## src/rtl/seq_alu_unit.sv

```systemverilog
// seq_alu_unit: multi-cycle ALU with start/done handshake, radix-2 Booth multiply
// and signed non-restoring divide, one bit per cycle; result is {HI,LO}.
module seq_alu_unit #(
  parameter int WIDTH = 32
) (
  input  logic               clk,
  input  logic               clr,
  input  logic               start,
  input  logic [4:0]         opcode,
  input  logic [WIDTH-1:0]   reg_a,
  input  logic [WIDTH-1:0]   reg_b,
  output logic               busy,
  output logic               done,
  output logic [2*WIDTH-1:0] result,
  output logic               div_zero
);
  localparam int SHW = $clog2(WIDTH);
  localparam logic [SHW-1:0] LAST = SHW'(WIDTH - 1);
  localparam logic [4:0] OP_SHL  = 5'b00001;
  localparam logic [4:0] OP_SHR  = 5'b00010;
  localparam logic [4:0] OP_SHRA = 5'b00011;
  localparam logic [4:0] OP_ROL  = 5'b00100;
  localparam logic [4:0] OP_ROR  = 5'b00101;
  localparam logic [4:0] OP_AND  = 5'b00110;
  localparam logic [4:0] OP_OR   = 5'b00111;
  localparam logic [4:0] OP_NOT  = 5'b01000;
  localparam logic [4:0] OP_NEG  = 5'b01001;
  localparam logic [4:0] OP_ADD  = 5'b01010;
  localparam logic [4:0] OP_SUB  = 5'b01011;
  localparam logic [4:0] OP_MUL  = 5'b01100;
  localparam logic [4:0] OP_DIV  = 5'b01101;

  typedef enum logic [2:0] {S_IDLE, S_EXEC, S_MUL, S_DIV, S_FIX, S_DONE} state_t;
  state_t state, nxt;

  logic [4:0]           op;
  logic [WIDTH-1:0]     a, b, q, d;
  logic [WIDTH:0]       r;
  logic [2*WIDTH+1:0]   acc;
  logic [SHW-1:0]       cnt;
  logic                 neg_q, neg_r;
  logic                 accept, last;

  assign accept = start && (state == S_IDLE || state == S_DONE);
  assign last   = cnt == LAST;
  assign busy   = state != S_IDLE && state != S_DONE;
  assign done   = state == S_DONE;

  always_comb begin
    nxt = state;
    case (state)
      S_IDLE, S_DONE: nxt = !start ? S_IDLE :
                            opcode == OP_MUL ? S_MUL :
                            (opcode == OP_DIV && reg_b != '0) ? S_DIV : S_EXEC;
      S_EXEC:         nxt = S_DONE;
      S_MUL:          nxt = last ? S_DONE : S_MUL;
      S_DIV:          nxt = last ? S_FIX : S_DIV;
      S_FIX:          nxt = S_DONE;
      default:        nxt = S_IDLE;
    endcase
  end

  // Booth step: acc = {partial HI (WIDTH+1, sign guard), multiplier, q[-1]}
  logic [WIDTH:0]     m_ext, hi, hi_n;
  logic [2*WIDTH+1:0] acc_n;
  assign m_ext = {a[WIDTH-1], a};
  assign hi    = acc[2*WIDTH+1:WIDTH+1];
  assign hi_n  = acc[1:0] == 2'b01 ? hi + m_ext :
                 acc[1:0] == 2'b10 ? hi - m_ext : hi;
  assign acc_n = {hi_n[WIDTH], hi_n, acc[WIDTH:1]};

  // non-restoring step on magnitudes; signs are applied in FIX
  logic [WIDTH:0]   r_sh, r_n;
  logic [WIDTH-1:0] q_n, rem, quo, rmd;
  assign r_sh = {r[WIDTH-1:0], q[WIDTH-1]};
  assign r_n  = r[WIDTH] ? r_sh + {1'b0, d} : r_sh - {1'b0, d};
  assign q_n  = {q[WIDTH-2:0], ~r_n[WIDTH]};
  assign rem  = r[WIDTH-1:0] + (r[WIDTH] ? d : '0);
  assign quo  = neg_q ? -q : q;
  assign rmd  = neg_r ? -rem : rem;

  logic [SHW-1:0]     sh;
  logic [WIDTH-1:0]   lo;
  logic               ext;
  logic [2*WIDTH-1:0] exec_res;
  assign sh = b[SHW-1:0];

  always_comb begin
    lo = '0;
    case (op)
      OP_SHL:  lo = a << sh;
      OP_SHR:  lo = a >> sh;
      OP_SHRA: lo = $signed(a) >>> sh;
      OP_ROL:  lo = WIDTH'(({a, a} << sh) >> WIDTH);
      OP_ROR:  lo = WIDTH'({a, a} >> sh);
      OP_AND:  lo = a & b;
      OP_OR:   lo = a | b;
      OP_NOT:  lo = ~a;
      OP_NEG:  lo = -a;
      OP_ADD:  lo = a + b;
      OP_SUB:  lo = a - b;
      default: lo = '0;
    endcase
  end

  assign ext      = op == OP_NEG || op == OP_ADD || op == OP_SUB;
  assign exec_res = ext ? {{WIDTH{lo[WIDTH-1]}}, lo} : {{WIDTH{1'b0}}, lo};

  always_ff @(posedge clk) begin
    if (!clr) begin
      state    <= S_IDLE;
      result   <= '0;
      div_zero <= 1'b0;
      op       <= '0;
      a        <= '0;
      b        <= '0;
      q        <= '0;
      d        <= '0;
      r        <= '0;
      acc      <= '0;
      cnt      <= '0;
      neg_q    <= 1'b0;
      neg_r    <= 1'b0;
    end else begin
      state <= nxt;
      case (state)
        S_IDLE, S_DONE: if (accept) begin
          op       <= opcode;
          a        <= reg_a;
          b        <= reg_b;
          cnt      <= '0;
          div_zero <= 1'b0;
          acc      <= {{(WIDTH+1){1'b0}}, reg_b, 1'b0};
          r        <= '0;
          q        <= reg_a[WIDTH-1] ? -reg_a : reg_a;
          d        <= reg_b[WIDTH-1] ? -reg_b : reg_b;
          neg_q    <= reg_a[WIDTH-1] ^ reg_b[WIDTH-1];
          neg_r    <= reg_a[WIDTH-1];
        end
        S_EXEC: begin
          result   <= exec_res;
          div_zero <= op == OP_DIV;
        end
        S_MUL: begin
          acc <= acc_n;
          cnt <= cnt + 1'b1;
          if (last) result <= acc_n[2*WIDTH:1];
        end
        S_DIV: begin
          r   <= r_n;
          q   <= q_n;
          cnt <= cnt + 1'b1;
        end
        S_FIX: result <= {rmd, quo};
        default: ;
      endcase
    end
  end
endmodule

```

## config.mk

```make
export PLATFORM = sky130hd
export DESIGN_NAME = seq_alu_unit
export DESIGN_NICKNAME = d
export VERILOG_FILES = /design/src/rtl/seq_alu_unit.sv
export SDC_FILE = /design/constraint.sdc
export NUM_CORES = 2
export LEC_CHECK = 0
export ABC_AREA = 1
export CAP_MARGIN = 20
export CORE_MARGIN = 5
export CORE_UTILIZATION = 30
export DETAILED_ROUTE_END_ITERATION = 8
export PLACE_DENSITY = 0.42
export SYNTH_ARGS = -nofsm -noshare
export SYNTH_HDL_FRONTEND = slang
export SYNTH_SLANG_ARGS = --single-unit
```

## constraint.sdc

```tcl
create_clock -name clk -period 5.6 [get_ports clk]
set_input_delay 0.84 -clock clk [delete_from_list [all_inputs] [get_ports clk]]
set_output_delay 0.84 -clock clk [all_outputs]
set_load 0.005 [all_outputs]
```

-- Yosys cells after proc, flatten, opt, wreduce, memory -nomap -nowiden
Index checks and enable logic that the tools add are counted.
- register bits after elaboration: 307
- input port bits: 72
- output and inout bits: 67
- logic and storage cells: 112
- $add $sub $neg: 13
- eq/ne operators: 25
- shifts and indexed selects: 5
- multiplexer cells: 28
- bitwise logic cells: 5
- reduce and logical (&&, ||, !) cells: 23
- operators by type and width (cell ; count):
    32-bit one-hot mux with 11 select lines ; 1
    32-bit two-way mux ; 6
    64-bit one-hot mux with 3 select lines ; 1
    32-bit negator ; 5
    33-bit two-way mux ; 4
    66-bit one-hot mux with 2 select lines ; 1
    64-bit two-way mux ; 2
    66-bit two-way mux ; 1
    33-bit one-hot mux with 2 select lines ; 1
    32-bit adder ; 2
    32-bit one-hot mux with 2 select lines ; 1
    64-bit by 5-bit left shift with 64-bit output ; 1
    64-bit by 5-bit right shift with 32-bit output ; 1
    5-bit by 4-bit == test with 1-bit output (second input constant) ; 7
    33-bit by 32-bit adder with 33-bit output ; 1
    33-bit adder ; 1
    33-bit by 32-bit subtractor with 33-bit output ; 1
    33-bit subtractor ; 1
    32-bit bitwise AND ; 1
    32-bit inverter ; 1
    32-bit OR ; 1
    32-bit nonzero test ; 1
    32-bit by 5-bit left shift with 32-bit output ; 1
    32-bit by 5-bit right shift with 32-bit output ; 1
    other kinds (30) ; 55

-- Longest topological paths before layout
- word-level depth: 6
- depth in mapped cells: 35
- gate-level depth less buffers: 31

-- Least setup slack after synthesis
Ideal clock, no wire load.
- path type: flip-flop to flip-flop
- start point: register b[1]
- end point: register result[53]
- setup time: 112 ps
- arrival time: 4308 ps
- required time: 5488 ps
- slack: 1180 ps
- cell stages (with the launch flop): 34
- buffers on the path: 5
- clock period less this slack: 4420 ps
- cells stage by stage: dfxtp_1 > buf_2 > inv_2 > buf_2 > buf_1 > ha_1 > inv_1 > nor3_1 > nand3_1 > nor3_1 > nand2_1 > nor3_1 > nand2_1 > o21ai_2 > o21ai_1 > a21oi_1 > o21ai_1 > xor2_1 > ha_1 > nand2_1 > nor3_1 > nand2_1 > nor3_1 > nand2_1 > nand2_1 > nand2_1 > nand3_2 > nand2_1 > nand2_1 > nand2_2 > buf_6 > buf_12 > o21bai_2 > inv_1
- longest elaborated chain between the ends: 4
- elaborated cells between the ends (all ways): 10
- classes of those cells: add/sub: 2; shift: 5; mux: 3
- ends and longest elaborated chain (element ; line ; RTL):
    start: declaration ; 37 ; logic [WIDTH-1:0] a, b, q, d;
    start signal: assignment ; 130 ; b <= reg_b;
    32-bit subtractor, or another cell as far along ; 101 ; OP_SUB: lo = a - b;
    32-bit one-hot mux with 11 select lines * ; 90 ; case (op)
    64-bit two-way mux * ; 107 ; assign exec_res = ext ? {{WIDTH{lo[WIDTH-1]}}, lo} : {{WIDTH{1'b0}}, lo};
    64-bit one-hot mux with 3 select lines * ; 126 ; case (state)
    end signal: assignment ; 141 ; result <= exec_res;
    end signal: assignment ; 147 ; if (last) result <= acc_n[2*WIDTH:1];
    end signal: assignment ; 154 ; S_FIX: result <= {rmd, quo};
    end: declaration ; 14 ; output logic [2*WIDTH-1:0] result,
Mark *: on every way between the ends. The rest lies on a longest branch, timed or not.
A chain may end at the register's enable or synchronous reset.

-- Final worst setup path
- start point: register b[1]
- end point: register result[55]
The elaborated chain is that of the path after synthesis.

==> flow_metrics.py <==
metrics = {
    "outcome": {
        "outcome": "finished, final reports clean",
    },
    "setup_path": {
        "cpMostUsedCell": "nand2_1",
        "critPathMaxFanout": 12,
        "arrival_ns": 5.61,
        "critical_path_class": "flip-flop to flip-flop",
        "critPathLaunchType": "flip-flop",
        "critPathSlowestCell": "ha_1",
        "crit_required_ns": 6.11,
        "end_kind": "flip-flop",
        "critPathMaxStageDelay_ns": 0.34,
    },
    "placement": {
        "post_dp_cell_area_mm2": 0.0355,
        "gp_congestion": 1.02,
        "port_buffers": 138,
        "dp.cells": 7119,
        "dp_hpwl_um": 142000,
    },
    "logic_synthesis": {
        "syn_area_mm2": 0.0326,
        "synth_top_flop_cell": "dfxtp_1",
        "synthArstFlopShare": 0,
        "netlist_instances": 5739,
        "synth_area_per_cell_um2": 5.68,
        "synth_fp_nets": 5986,
        "ys_ff_latch": 304,
        "yosys-top-cells-area": "dfxtp_1, nand2_1, o21ai_0",
        "yosysUniqueCellTypes": 67,
        "ys_warn_count": 0,
        "synth-edff-count": 0,
        "yosysTopAreaCell": "dfxtp_1",
        "ys_seq_area_frac": 0.187,
        "netlist.area_leader.share": 0.187,
    },
    "power": {
        "vdd_drop_max_uv": 237,
        "power_mw": 12.1,
        "leakage_nw": 17.1,
        "p_per_area_mw_per_mm2": 330,
    },
    "clock_tree": {
        "postCtsSetupRepairBufs": 0,
        "clock-root-buffer": "clkbuf_16",
        "numCtsBuffers": 41,
        "ctsHoldBuffers": 0,
        "htree_levels": 2,
        "clkLatencyLatePin_ns": 0.59,
        "ctsResizeCount": 0,
        "cts_buffer_depth": 3,
        "cts_sinks": 304,
        "cts_tree": "built",
        "clk_pin_slew_ns": 0.06,
    },
    "route": {
        "drt_pre_antenna_iters": 6,
        "antenna_left": 0,
        "vias": 39783,
        "wl_per_cell_um": 24.4,
        "via_per_inst": 5.53,
        "wirelength_um": 175000,
        "drc": 0,
        "drt_iter0_markers": 4052,
    },
    "finish": {
        "fin_cells": 7194,
        "finalInstanceArea_mm2": 0.0369,
        "area_growth_pct": 13.0,
        "nets": 5996,
        "fillers": 12440,
        "drive_gt1_frac": 0.0502,
        "final_util": 0.340,
    },
    "floorplan": {
        "core_mm2": 0.108,
        "io-pin-count": 139,
        "initial_core_util": 0.301,
        "rows": 121,
        "dieHeight_um": 340,
        "die-area_mm2": 0.115,
        "fp.dieW_um": 340,
    },
    "global_routing": {
        "antenna_found_initial": 5,
        "grt_overflow": 0,
        "grt_pass1_vias": 36728,
        "track_usage": 0.289,
        "grt_max_degree": 96,
        "grt_pass1_wl_um": 252000,
    },
    "sta": {
        "fin_crit_sh": 0.910,
        "final_max_slew_viol_count": 0,
        "fin_skew_ns": 0.0231,
        "post-route-min-period_ns": 5.10,
        "finalSetupTns_ns": 0,
        "max_freq_ghz": 0.196,
        "hold_violations": 0,
        "tightest_slew_ns": 1.06,
        "setup_viol": 0,
        "slew_headroom": 0.284,
        "rsz0062_at_grt": "no",
    },
    "hold_path": {
        "hold_path_class": "flip-flop to flip-flop",
    },
    "job": {
        "cap_violations": 0,
    },
}
[cell usage after synthesis (8+ instances only)]
cell type,count
a21o_1,23
nand4_1,79
mux2i_1,16
ha_1,170
inv_2,16
buf_2,22
buf_1,30
a21boi_0,8
or2_2,58
o21bai_2,10
nand3b_1,18
xnor2_1,19
a21oi_1,557
o21a_1,21
dfxtp_1,304
o21ai_0,662
nor2_1,541
a31oi_1,97
xor2_1,63
a311oi_1,14
o22ai_1,29
inv_1,650
nor4_1,22
o21bai_1,21
nand2_1,1475
nor3_1,73
o211ai_1,31
clkbuf_1,207
nand3_1,354
clkinv_1,8
a211oi_1,17
a221oi_1,19
o2111ai_1,15
o31ai_1,13
[sequential cells by signal, indices dropped and copies added, names as in the netlist]
register	flops
b	32
a	32
d	31
cnt	5
r	33
q	32
neg_q	1
acc	65
state	3
op	5
result	64
div_zero	1
[worst paths after layout]
path         startpoint         end  slack [ns]  depth (start not counted)
min reg2reg      cnt[3]      cnt[3]        0.46                          2
max                b[1]  result[55]        0.50                         30
min              cnt[3]      cnt[3]        0.46                          2
max reg2reg        b[1]  result[55]        0.50                         30
[layer usage]
layer | global-route usage | routed length, um | vias up
met5 | 0 | 26 | -
met4 | 0.108 | 7600 | 4
met3 | 0.0383 | 12300 | 256
met2 | 0.449 | 75200 | 1532
met1 | 0.408 | 80200 | 18736
li1 | - | - | 19255
[worst max-delay path, delay by kind of cell (launching register included)]
family,cells,cell delay (ns)
flops,1,0.32
buf+inv,4,0.41
compound gates,5,1.01
simple gates,18,2.66
xor+xnor,1,0.15
fa+ha+maj,2,0.47
[placed cells by master (no fill, tap or decap), types with 14 or more instances in the layout]
cell,n
xnor2_1,19
nand3_1,354
nor3_1,72
o21bai_1,21
a221oi_1,19
o21ai_0,662
a311oi_1,14
ha_1,170
buf_4,95
nand4_1,79
mux2i_1,16
a21o_1,23
o211ai_1,31
inv_1,648
dfxtp_1,299
a31oi_1,97
nor4_1,22
o21a_1,21
or2_2,58
nand2_1,1474
xor2_1,63
o2111ai_1,15
clkbuf_16,41
nor2_1,536
nand3b_1,18
a211oi_1,17
inv_2,17
clkdlybuf4s50_1,137
a21oi_1,557
o22ai_1,29
[per-stage QoR]
stage          setup WS (ns)  hold slack (ns)
2_1_floorplan           1.18            0.441
3_3_place_gp           0.483            0.450
3_5_place_dp           0.390            0.454
4_1_cts                0.370            0.463
5_1_grt               0.0462            0.488
6_report               0.504            0.458
[power by group]
part	internal, mW	switching [mW]	total, mW
Combinational	1.89	4.52	6.42
Sequential	2.49	0.450	2.94
Clock	1.64	1.15	2.79
[final cells by class]
type	count	area, um2	area share
clock inverters	15	211	0.00574
flip-flops and latches	304	6090	0.165
well taps	1414	1770	0.0480
repair buffers	234	2110	0.0573
clock buffers	57	1160	0.0314
inverters	674	2540	0.0688
diodes	2	5.00	0.000136
multi-input cells	4494	23000	0.623
[logic make-up (layout without fill, tap and decap cells)]
| kind of cell | after synthesis | in the layout | share of synthesized area |
|---|---|---|---|
| and+or+nand+nor | 2652 | 2652 | 0.341 |
| AOI/OAI and AO/OA | 1569 | 1569 | 0.267 |
| buffers and inverters | 941 | 980 | 0.111 |
| DFF | 304 | 304 | 0.187 |
| adders and majority gates | 175 | 175 | 0.0683 |
| xor gates and xnor gates | 82 | 82 | 0.0220 |
| muxes | 16 | 16 | 0.00491 |
| other | 0 | 2 | 0 |
Power figures use the tool's default switching activity.
